$ cat config.mk
export PLATFORM = sky130hd
export DESIGN_NAME = train_scheduler_flat
export DESIGN_NICKNAME = d
export VERILOG_FILES = /design/src/rtl/train_scheduler_pkg.sv /design/src/rtl/train_scheduler_if.sv /design/src/rtl/train_scheduler_watchdog.sv /design/src/rtl/train_scheduler.sv /design/src/flat_wrapper.sv
export SDC_FILE = /design/constraint.sdc
export NUM_CORES = 1
export LEC_CHECK = 0
export BUFFER_PORTS_ARGS = -buffer_cell sky130_fd_sc_hd__buf_2
export CAP_MARGIN = 20
export CORE_MARGIN = 1
export CORE_UTILIZATION = 40
export CTS_CLUSTER_DIAMETER = 150
export DETAILED_ROUTE_END_ITERATION = 12
export SETUP_SLACK_MARGIN = 0.15
export SLEW_MARGIN = 0
export SYNTH_ARGS = -nofsm -noshare
export SYNTH_HDL_FRONTEND = slang
export SYNTH_SLANG_ARGS = --single-unit
export TNS_END_PERCENT = 50
$ cat constraint.sdc
create_clock -name clk -period 5 [get_ports clk]
set_input_delay 0 -clock clk [delete_from_list [all_inputs] [get_ports clk]]
set_output_delay 0 -clock clk [all_outputs]
set_load 0.02 [all_outputs]
$ cat src/rtl/train_scheduler_pkg.sv
// Shared state encoding and default sizing for the training-run scheduler.
package train_sched_pkg;

  localparam int LAYER_ADDR_WIDTH_DEF = 2;
  localparam int LAYER_MAX_DEF        = 3;
  localparam int SAMPLE_ADDR_SIZE_DEF = 10;
  localparam int MAX_SAMPLES_DEF      = 1000;
  localparam int EPOCH_WIDTH_DEF      = 8;
  localparam int ERR_WIDTH_DEF        = 16;
  localparam int WDOG_LIMIT_DEF       = 4096;

  typedef enum logic [2:0] {
    IDLE     = 3'd0,
    FP_ISSUE = 3'd1,
    FP_WAIT  = 3'd2,
    FP_STORE = 3'd3,
    BP_ISSUE = 3'd4,
    BP_WAIT  = 3'd5,
    NEXT     = 3'd6,
    DONE     = 3'd7
  } state_e;

endpackage

$ cat src/rtl/train_scheduler_if.sv
// Control/status and datapath handshake bundle between the training top level,
// the scheduler and the forward/backprop/stack datapath.
interface train_sched_if
  import train_sched_pkg::*;
#(
  parameter int LAYER_ADDR_WIDTH = LAYER_ADDR_WIDTH_DEF,
  parameter int SAMPLE_ADDR_SIZE = SAMPLE_ADDR_SIZE_DEF,
  parameter int EPOCH_WIDTH      = EPOCH_WIDTH_DEF,
  parameter int ERR_WIDTH        = ERR_WIDTH_DEF
) ();

  logic                        start;
  logic                        abort;
  logic [EPOCH_WIDTH-1:0]      epochs;
  logic                        fp_start;
  logic                        fp_valid;
  logic                        bp_start;
  logic                        bp_valid;
  logic                        bp_error;
  logic                        stack_wr_en;
  logic [LAYER_ADDR_WIDTH-1:0] current_layer;
  logic [SAMPLE_ADDR_SIZE-1:0] current_sample;
  logic [EPOCH_WIDTH-1:0]      current_epoch;
  logic [ERR_WIDTH-1:0]        err_count;
  logic                        busy;
  logic                        done;
  logic                        timeout;

  modport sched (
    input  start, abort, epochs, fp_valid, bp_valid, bp_error,
    output fp_start, bp_start, stack_wr_en, current_layer, current_sample,
           current_epoch, err_count, busy, done, timeout
  );

  modport env (
    output start, abort, epochs, fp_valid, bp_valid, bp_error,
    input  fp_start, bp_start, stack_wr_en, current_layer, current_sample,
           current_epoch, err_count, busy, done, timeout
  );

endinterface

$ cat src/rtl/train_scheduler_watchdog.sv
// Wait-state watchdog: counts cycles spent waiting on the datapath and raises a
// sticky timeout when the limit is hit. Only built with TRAIN_WATCHDOG_EN.
module sched_watchdog #(
  parameter int WDOG_LIMIT = 4096,
  localparam int CNT_W     = $clog2(WDOG_LIMIT + 1)
) (
  input  logic clk,
  input  logic rst,
  input  logic clear_i,
  input  logic waiting_i,
  input  logic valid_i,
  output logic expire_o,
  output logic timeout_o
);

  logic [CNT_W-1:0] cnt_q;
  logic             timeout_q;

  // A response arriving on the final cycle still wins over the expiry.
  assign expire_o  = waiting_i && !valid_i && (cnt_q == CNT_W'(WDOG_LIMIT - 1));
  assign timeout_o = timeout_q;

  always_ff @(posedge clk) begin
    if (!rst) begin
      cnt_q     <= {CNT_W{1'b0}};
      timeout_q <= 1'b0;
    end else begin
      if (waiting_i) begin
        cnt_q <= cnt_q + CNT_W'(1);
      end else begin
        cnt_q <= {CNT_W{1'b0}};
      end
      if (clear_i) begin
        timeout_q <= 1'b0;
      end else if (expire_o) begin
        timeout_q <= 1'b1;
      end else begin
        timeout_q <= timeout_q;
      end
    end
  end

endmodule

$ cat src/rtl/train_scheduler.sv
// Training-run sequencer: forward layers up, backward layers down, per sample and
// per epoch. Optional wait-state watchdog enabled by the TRAIN_WATCHDOG_EN macro.
module train_scheduler
  import train_sched_pkg::*;
#(
  parameter int LAYER_ADDR_WIDTH = LAYER_ADDR_WIDTH_DEF,
  parameter int LAYER_MAX        = LAYER_MAX_DEF,
  parameter int SAMPLE_ADDR_SIZE = SAMPLE_ADDR_SIZE_DEF,
  parameter int MAX_SAMPLES      = MAX_SAMPLES_DEF,
  parameter int EPOCH_WIDTH      = EPOCH_WIDTH_DEF,
  parameter int ERR_WIDTH        = ERR_WIDTH_DEF,
  parameter int WDOG_LIMIT       = WDOG_LIMIT_DEF
) (
  input  logic         clk,
  input  logic         rst,
  train_sched_if.sched bus
);

  localparam logic [LAYER_ADDR_WIDTH-1:0] LAST_LAYER  = LAYER_ADDR_WIDTH'(LAYER_MAX - 1);
  localparam logic [SAMPLE_ADDR_SIZE-1:0] LAST_SAMPLE = SAMPLE_ADDR_SIZE'(MAX_SAMPLES - 1);

  if (LAYER_MAX < 2 || LAYER_MAX > 2**LAYER_ADDR_WIDTH) begin : g_bad_layer_max
    $error("train_scheduler: LAYER_MAX out of range");
  end
  if (MAX_SAMPLES < 1 || MAX_SAMPLES > 2**SAMPLE_ADDR_SIZE) begin : g_bad_max_samples
    $error("train_scheduler: MAX_SAMPLES out of range");
  end
  if (WDOG_LIMIT < 1) begin : g_bad_wdog_limit
    $error("train_scheduler: WDOG_LIMIT must be positive");
  end

  state_e                      state_q, state_d;
  logic [LAYER_ADDR_WIDTH-1:0] layer_q, layer_d;
  logic [SAMPLE_ADDR_SIZE-1:0] sample_q, sample_d;
  logic [EPOCH_WIDTH-1:0]      epoch_q, epoch_d;
  logic [EPOCH_WIDTH-1:0]      epochs_q, epochs_d;
  logic [ERR_WIDTH-1:0]        err_q, err_d;
  logic                        fp_start_q, bp_start_q, wr_en_q, busy_q, done_q;
  logic                        start_acc_s, abort_s, wdog_fire_s, timeout_s;

  assign start_acc_s = (state_q == IDLE) && bus.start && (bus.epochs != {EPOCH_WIDTH{1'b0}});
  assign abort_s     = bus.abort && (state_q != IDLE);

`ifdef TRAIN_WATCHDOG_EN
  logic waiting_s, wait_valid_s;

  assign waiting_s    = ((state_q == FP_WAIT) || (state_q == BP_WAIT)) && !abort_s;
  assign wait_valid_s = (state_q == FP_WAIT) ? bus.fp_valid : bus.bp_valid;

  sched_watchdog #(.WDOG_LIMIT(WDOG_LIMIT)) u_wdog (
    .clk       (clk),
    .rst       (rst),
    .clear_i   (start_acc_s),
    .waiting_i (waiting_s),
    .valid_i   (wait_valid_s),
    .expire_o  (wdog_fire_s),
    .timeout_o (timeout_s)
  );
`else
  assign wdog_fire_s = 1'b0;
  assign timeout_s   = 1'b0;
`endif

  // Next-state and counter updates; abort overrides everything and freezes counters.
  always_comb begin
    state_d  = state_q;
    layer_d  = layer_q;
    sample_d = sample_q;
    epoch_d  = epoch_q;
    epochs_d = epochs_q;
    err_d    = err_q;
    case (state_q)
      IDLE: begin
        if (start_acc_s) begin
          state_d  = FP_ISSUE;
          epochs_d = bus.epochs;
          err_d    = {ERR_WIDTH{1'b0}};
          layer_d  = {LAYER_ADDR_WIDTH{1'b0}};
          sample_d = {SAMPLE_ADDR_SIZE{1'b0}};
          epoch_d  = {EPOCH_WIDTH{1'b0}};
        end else begin
          state_d = IDLE;
        end
      end
      FP_ISSUE: state_d = FP_WAIT;
      FP_WAIT: begin
        if (bus.fp_valid) begin
          state_d = FP_STORE;
        end else if (wdog_fire_s) begin
          state_d = IDLE;
        end else begin
          state_d = FP_WAIT;
        end
      end
      FP_STORE: begin
        if (layer_q == LAST_LAYER) begin
          state_d = BP_ISSUE;
        end else begin
          layer_d = layer_q + LAYER_ADDR_WIDTH'(1);
          state_d = FP_ISSUE;
        end
      end
      BP_ISSUE: state_d = BP_WAIT;
      BP_WAIT: begin
        if (bus.bp_valid) begin
          if (bus.bp_error && (err_q != {ERR_WIDTH{1'b1}})) begin
            err_d = err_q + ERR_WIDTH'(1);
          end else begin
            err_d = err_q;
          end
          if (layer_q == LAYER_ADDR_WIDTH'(1)) begin
            state_d = NEXT;
          end else begin
            layer_d = layer_q - LAYER_ADDR_WIDTH'(1);
            state_d = BP_ISSUE;
          end
        end else if (wdog_fire_s) begin
          state_d = IDLE;
        end else begin
          state_d = BP_WAIT;
        end
      end
      NEXT: begin
        layer_d = {LAYER_ADDR_WIDTH{1'b0}};
        if (sample_q < LAST_SAMPLE) begin
          sample_d = sample_q + SAMPLE_ADDR_SIZE'(1);
          state_d  = FP_ISSUE;
        end else begin
          sample_d = {SAMPLE_ADDR_SIZE{1'b0}};
          if (epoch_q == epochs_q - EPOCH_WIDTH'(1)) begin
            state_d = DONE;
          end else begin
            epoch_d = epoch_q + EPOCH_WIDTH'(1);
            state_d = FP_ISSUE;
          end
        end
      end
      DONE:    state_d = IDLE;
      default: state_d = IDLE;
    endcase
    if (abort_s) begin
      state_d  = IDLE;
      layer_d  = layer_q;
      sample_d = sample_q;
      epoch_d  = epoch_q;
      epochs_d = epochs_q;
      err_d    = err_q;
    end else begin
      state_d = state_d;
    end
  end

  // State, counters and registered outputs; pulses decode the state being entered.
  always_ff @(posedge clk) begin
    if (!rst) begin
      state_q    <= IDLE;
      layer_q    <= {LAYER_ADDR_WIDTH{1'b0}};
      sample_q   <= {SAMPLE_ADDR_SIZE{1'b0}};
      epoch_q    <= {EPOCH_WIDTH{1'b0}};
      epochs_q   <= {EPOCH_WIDTH{1'b0}};
      err_q      <= {ERR_WIDTH{1'b0}};
      fp_start_q <= 1'b0;
      bp_start_q <= 1'b0;
      wr_en_q    <= 1'b0;
      busy_q     <= 1'b0;
      done_q     <= 1'b0;
    end else begin
      state_q    <= state_d;
      layer_q    <= layer_d;
      sample_q   <= sample_d;
      epoch_q    <= epoch_d;
      epochs_q   <= epochs_d;
      err_q      <= err_d;
      fp_start_q <= (state_d == FP_ISSUE);
      bp_start_q <= (state_d == BP_ISSUE);
      wr_en_q    <= (state_d == FP_STORE);
      busy_q     <= (state_d != IDLE);
      done_q     <= (state_d == DONE);
    end
  end

  assign bus.fp_start       = fp_start_q;
  assign bus.bp_start       = bp_start_q;
  assign bus.stack_wr_en    = wr_en_q;
  assign bus.current_layer  = layer_q;
  assign bus.current_sample = sample_q;
  assign bus.current_epoch  = epoch_q;
  assign bus.err_count      = err_q;
  assign bus.busy           = busy_q;
  assign bus.done           = done_q;
  assign bus.timeout        = timeout_s;

endmodule

$ cat src/flat_wrapper.sv
// flat-port wrapper written by rule: the top's interface ports become plain ports
module train_scheduler_flat import train_sched_pkg::*;
#(
  parameter int LAYER_ADDR_WIDTH = LAYER_ADDR_WIDTH_DEF,
  parameter int LAYER_MAX        = LAYER_MAX_DEF,
  parameter int SAMPLE_ADDR_SIZE = SAMPLE_ADDR_SIZE_DEF,
  parameter int MAX_SAMPLES      = MAX_SAMPLES_DEF,
  parameter int EPOCH_WIDTH      = EPOCH_WIDTH_DEF,
  parameter int ERR_WIDTH        = ERR_WIDTH_DEF,
  parameter int WDOG_LIMIT       = WDOG_LIMIT_DEF
)
  (clk, rst, bus_start, bus_abort, bus_epochs, bus_fp_valid, bus_bp_valid, bus_bp_error, bus_fp_start, bus_bp_start, bus_stack_wr_en, bus_current_layer, bus_current_sample, bus_current_epoch, bus_err_count, bus_busy, bus_done, bus_timeout);
  train_sched_if #(.LAYER_ADDR_WIDTH(LAYER_ADDR_WIDTH), .SAMPLE_ADDR_SIZE(SAMPLE_ADDR_SIZE), .EPOCH_WIDTH(EPOCH_WIDTH), .ERR_WIDTH(ERR_WIDTH)) bus_i ();
  input  logic clk;
  input  logic rst;
  input wire logic [$bits(bus_i.start)-1:0] bus_start;
  input wire logic [$bits(bus_i.abort)-1:0] bus_abort;
  input wire logic [$bits(bus_i.epochs)-1:0] bus_epochs;
  input wire logic [$bits(bus_i.fp_valid)-1:0] bus_fp_valid;
  input wire logic [$bits(bus_i.bp_valid)-1:0] bus_bp_valid;
  input wire logic [$bits(bus_i.bp_error)-1:0] bus_bp_error;
  output wire logic [$bits(bus_i.fp_start)-1:0] bus_fp_start;
  output wire logic [$bits(bus_i.bp_start)-1:0] bus_bp_start;
  output wire logic [$bits(bus_i.stack_wr_en)-1:0] bus_stack_wr_en;
  output wire logic [$bits(bus_i.current_layer)-1:0] bus_current_layer;
  output wire logic [$bits(bus_i.current_sample)-1:0] bus_current_sample;
  output wire logic [$bits(bus_i.current_epoch)-1:0] bus_current_epoch;
  output wire logic [$bits(bus_i.err_count)-1:0] bus_err_count;
  output wire logic [$bits(bus_i.busy)-1:0] bus_busy;
  output wire logic [$bits(bus_i.done)-1:0] bus_done;
  output wire logic [$bits(bus_i.timeout)-1:0] bus_timeout;
  assign bus_i.start = bus_start;
  assign bus_i.abort = bus_abort;
  assign bus_i.epochs = bus_epochs;
  assign bus_i.fp_valid = bus_fp_valid;
  assign bus_i.bp_valid = bus_bp_valid;
  assign bus_i.bp_error = bus_bp_error;
  assign bus_fp_start = bus_i.fp_start;
  assign bus_bp_start = bus_i.bp_start;
  assign bus_stack_wr_en = bus_i.stack_wr_en;
  assign bus_current_layer = bus_i.current_layer;
  assign bus_current_sample = bus_i.current_sample;
  assign bus_current_epoch = bus_i.current_epoch;
  assign bus_err_count = bus_i.err_count;
  assign bus_busy = bus_i.busy;
  assign bus_done = bus_i.done;
  assign bus_timeout = bus_i.timeout;
  train_scheduler #(.LAYER_ADDR_WIDTH(LAYER_ADDR_WIDTH), .LAYER_MAX(LAYER_MAX), .SAMPLE_ADDR_SIZE(SAMPLE_ADDR_SIZE), .MAX_SAMPLES(MAX_SAMPLES), .EPOCH_WIDTH(EPOCH_WIDTH), .ERR_WIDTH(ERR_WIDTH), .WDOG_LIMIT(WDOG_LIMIT)) u_core (.clk(clk), .rst(rst), .bus(bus_i));
endmodule
Word level (Yosys, flattened, before mapping)
Cells that the tools add are included.

operators by class
  $add $sub $neg = 6
  magnitude comparators = 1
  equal/unequal tests = 22
  multiplexer cells = 25
  bitwise logic cells = 1
  reductions and logical operators = 16

operator list
  operator                                             number
  two-way mux 16 bit                                   3
  one-hot mux 16 bit (2 select lines)                  1
  two-way mux 8 bit                                    3
  one-hot mux 3 bit (8 select lines)                   1
  two-way mux 10 bit                                   2
  one-hot mux 10 bit (2 select lines)                  1
  equality test 3 bit, second input constant           6
  adder 16 x 1 -> 16 bit, second input constant        1
  != test 16 bit, second input constant                1
  one-hot mux 8 bit (2 select lines)                   1
  two-way mux 2 bit                                    6
  two-way mux 3 bit                                    4
  adder 10 x 1 -> 10 bit, second input constant        1
  < comparator 10 bit, second input constant           1
  != test 2 bit, second input constant                 5
  AND reduction 5 bit                                  2
  equality test 3 x 2 -> 1 bit, second input constant  3
  adder 8 x 1 -> 8 bit, second input constant          1
  equality test 8 bit                                  1
  one-hot mux 2 bit (4 select lines)                   1
  nonzero test 8 bit                                   1
  subtractor 8 x 1 -> 8 bit, second input constant     1
  equality test 3 x 1 -> 1 bit, second input constant  2
  AND reduction 3 bit                                  2
  13 further kinds                                     20

word-level totals
  flip-flop bits (word level) = 52
  input port bits = 15
  output and inout port bits = 42
  word-level logic and storage cells = 82

Longest topological paths before layout
  depth after elaboration = 7
  mapped depth = 8
  gate-level depth less buffers = 8

Least setup slack after synthesis
Ideal clock, no wire load.

  kind = flip-flop to flip-flop
  start = register u_core.sample_q[0], in the netlist u_core.bus.current_sample[0]
  end = register u_core.epoch_q[6], in the netlist u_core.bus.current_epoch[6]
  setup time = 0.115 ns
  arrival = 1.829 ns
  data required time = 4.885 ns
  setup slack = 3.057 ns
  cell stages (with the launch flop) = 8
  period minus slack after synthesis = 1.943 ns
  cell sequence = dfxtp_1 -> ha_1 -> a211oi_1 -> nor3_1 -> o22ai_4 -> a31o_2 -> o21a_1 -> o21a_1

on the way
  cells in the longest elaborated chain, start to end = 3

RTL lines
  element                        RTL line                RTL
  from (decl)                    train_scheduler.sv:34   logic [SAMPLE_ADDR_SIZE-1:0] sample_q, sample_d;
  from (signal assigned)         train_scheduler.sv:158  sample_q <= {SAMPLE_ADDR_SIZE{1'b0}};
  from (signal assigned)         train_scheduler.sv:170  sample_q <= sample_d;
  < comparator 10 bit            train_scheduler.sv:125  if (sample_q < LAST_SAMPLE) begin
  != test 2 bit (no line)        n/a
  AND reduction 5 bit (no line)  n/a
  to (signal assigned)           train_scheduler.sv:159  epoch_q <= {EPOCH_WIDTH{1'b0}};
  to (signal assigned)           train_scheduler.sv:171  epoch_q <= epoch_d;
  to (decl)                      train_scheduler.sv:35   logic [EPOCH_WIDTH-1:0] epoch_q, epoch_d;

Every way passes these cells.
A chain may end at the register's enable or synchronous reset.

Final worst setup path
  start = register u_core.state_q[0]
  end = register u_core.sample_q[8], in the netlist u_core.bus.current_sample[8]

on the way
  cells in the longest elaborated chain, start to end = 5
  elaborated cells between the ends (all ways) = 11
  classes of those cells = eq/ne (2); mux (1); bitwise (1); reduce/logical (7)

RTL lines
  element                           RTL line                                      RTL
  from (decl)                       train_scheduler.sv:32                         state_e state_q, state_d;
  from (signal assigned)            train_scheduler.sv:168                        state_q <= state_d;
  logical NOT 3 bit                 train_scheduler.sv:41, train_scheduler.sv:72
  logical AND 1 bit (2 in series)   train_scheduler.sv:41                         assign start_acc_s = (state_q == IDLE) && bus.start && (bus.epochs != {EPOCH_WIDTH{1'b0}});
  != test 2 x 1 -> 1 bit (no line)  n/a
  AND reduction 3 bit (no line)     n/a

Parallel ways exist; a longest one is shown, timed or not.

==> results.py <==
metrics = {
    "status": {
        "status": "finished, violations left",
        "violations": "design-rule violations",
    },
    "timing": {
        "rsz0062_at_grt": "no",
        "finalCriticalPeriod_ps": 2610,
        "clock_skew_ps": 3.32,
        "hold_slack_ps": 55.6,
        "fmax_ghz": 0.383,
        "report.final.slew_viol_count": 0,
        "setup_viol": 0,
        "finalCritPeriodShare_pct": 52.3,
        "maxSlewHeadroom_pct": 46.2,
        "tightest_slew_ps": 807,
        "finalHoldViolCount": 0,
        "setup_ws_ps": 2390,
        "tns_ps": 0,
    },
    "cts": {
        "cts_sinks": 52,
        "cts_inserted_buffers": 5,
        "clkLatencyLatePin_ps": 300,
        "cts_tree": "yes",
        "ctsLongestPathBuffers": 2,
        "clockRootBuffer": "clkbuf_8",
        "clk_pin_slew_worst_paths_ps": 90,
        "h-tree-depth": 2,
    },
    "grt": {
        "grt_pass1_vias": 2260,
        "grt_pass1_wl_um": 10900,
        "grt_usage_pct": 18.8,
        "grt_overflow": 0,
        "grt_max_degree": 27,
        "antenna_found_initial": 0,
    },
    "floorplan": {
        "start_util_pct": 42.2,
        "die_h_um": 84.8,
        "dieArea_mm2": 0.00719,
        "die_w_um": 84.8,
        "num_rows": 29,
        "io_pins": 57,
        "design.core.area_mm2": 0.00649,
    },
    "setup_path": {
        "path_max_fanout": 26,
        "path_class": "register to register",
        "crit_path_frequent_cell": "nor2_1",
        "crit_chain": "nor3_1, o211a_1, nor2_1, nor4b_1, xnor2_1, nor2_1",
        "worstPathRequired_ps": 5190,
        "cp.arrival_ps": 2800,
        "cp-end-kind": "register",
        "start_kind": "register",
        "critPathSlowestCell": "o211a_1",
        "critPathMaxStageDelay_ps": 760,
    },
    "synthesis": {
        "syn_nets": 346,
        "async_flop_share_pct": 0,
        "avgSynthCellArea_um2": 8.43,
        "synth_cells": 325,
        "yosysMostFrequentCell": "dfxtp_1",
        "synth_top_area_cell": "dfxtp_1",
        "synth_edf_count": 0,
        "synth_warnings": 0,
        "synth_top_area_share_pct": 38.0,
        "yosys.cell_types.count": 54,
        "synth-main-ff-cell": "dfxtp_1",
        "ys_seq_area_share_pct": 38.0,
        "synth_common_cells": "dfxtp_1 (52), nand2_1 (41), nor2_1 (37), xor2_1 (20), a21oi_1 (16)",
        "ys_seq_elements": 52,
        "synth_area_leaders": "dfxtp_1 (38%), xor2_1 (6.4%), nand2_1 (5.6%)",
        "netlist_area_mm2": 0.00274,
    },
    "power": {
        "p_per_area_mw_per_mm2": 244,
        "peakVddDrop_mv": 0.0953,
        "p_leak_nw": 1.34,
        "power_uw": 784,
    },
    "drt": {
        "post_drt_wl_per_cell_um": 13.9,
        "routed_wl_um": 6400,
        "dr.pass1.iters": 9,
        "vias": 2449,
        "drtIter0Drc": 133,
        "route.detailed.drc": 5,
        "viasPerCell": 5.32,
        "ant_nets": 0,
    },
    "placed_design": {
        "dpl_cell_area_mm2": 0.00304,
        "pre_cts_ws_ps": 2410,
        "hpwl_um": 4650,
        "io_buffers": 55,
        "globalplace.congestion": 0.829,
        "place_inst": 443,
    },
    "cells_and_area": {
        "area_growth_pct": 17.5,
        "layout.cells.non_filler": 460,
        "layout.nets": 403,
        "fin_area_mm2": 0.00322,
        "drive_above_1_share_pct": 19.8,
        "antenna_cells": 0,
        "fin_util_pct": 49.6,
    },
    "job": {
        "maxCapViolations": 0,
    },
    "worst_hold_path": {
        "hold_path.class": "input port to register",
    },
}
==> critical path, delay by kind of cell, from the launching register on <==
kind / cells / cell delay, ps
simple gates: 4 / 1130
compound gates: 1 / 760
flops: 1 / 440
xor+xnor: 1 / 160
==> worst paths after layout <==
kind	end	start	slack, ps	cells past startpoint
worst min-delay path	u_core.bus.stack_wr_en$_SDFF_PN0_	bus_abort	60	4
worst max register to register	u_core.bus.current_sample[8]$_SDFFE_PN0P_	u_core.state_q[0]$_SDFF_PN0_	2390	6
worst min register to register	u_core.epochs_q[7]$_SDFFE_PN0P_	u_core.epochs_q[7]$_SDFFE_PN0P_	490	2
worst max-delay path	u_core.bus.current_sample[8]$_SDFFE_PN0P_	u_core.state_q[0]$_SDFF_PN0_	2390	6
==> cell type report <==
class                      count  area, µm²
fill                         647       3280
clock buffer                   6       82.6
timing repair buffer          64        363
inverter                       7       26.3
multi-input combinational    252       1600
tap                           77       96.3
sequential                    52       1040
clock inverter                 2       10.0
==> cell families (layout without fill, tap and decap cells) <==
kind of cell,after synthesis,after routing,synth area share (%)
AND/OR/NAND/NOR,142,142,26.0
AO/OA/AOI/OAI,68,68,18.1
adder cells (fa/ha/maj),6,6,2.74
multiplexers,5,5,1.83
buffers and inverters,21,79,3.61
XOR/XNOR,30,30,9.59
other,1,1,0.137
flip-flops,52,52,38.0
==> flip-flops by register name, summed over array words and instances, names as in the netlist <==
name,flops
u_core.bus.current_layer,2
u_core.bus.bp_start,1
u_core.bus.done,1
u_core.bus.current_sample,10
u_core.bus.err_count,16
u_core.bus.current_epoch,8
u_core.bus.fp_start,1
u_core.epochs_q,8
u_core.bus.stack_wr_en,1
u_core.state_q,3
u_core.bus.busy,1
==> placed cells by master (no fill, tap or decap), types with 6 or more instances in the layout <==
master,Yosys,routed
xor2_1,20,20
dlygate4sd3_1,0,8
nor2_1,37,37
ha_1,6,6
a21oi_1,16,16
dfxtp_1,52,52
nand4_1,8,8
o211ai_1,6,6
inv_1,7,7
and3_1,8,8
xnor2_1,10,10
clkbuf_8,0,6
o21ai_0,9,9
a21boi_0,10,10
buf_2,7,55
nor2b_1,6,6
nand2_1,41,41
nor3_1,9,9
==> per-layer routing <==
layer	wire length, µm	part of all wire, %	track usage (%)	vias up
met2	3060	48	32.3	60
met1	2950	46	24.6	1128
met5	0	0	0	-
met4	65	1.0	4.93	0
li1	-	-	-	1255
met3	322	5.0	3.24	6
==> what timing repair did <==
action | CTS | global route
setup buffers | 0 | 0
hold endpoints to repair | 8 | 0
hold buffers | 8 | 0
gates resized for setup | 0 | 0
==> power by group <==
part	total, mW	switching (mW)	internal, mW
clock network	0.245	0.134	0.111
registers	0.435	0.0128	0.423
logic	0.104	0.0615	0.0425
total	0.784	0.208	0.576
Note: power is estimated with default switching activity, not from simulation.
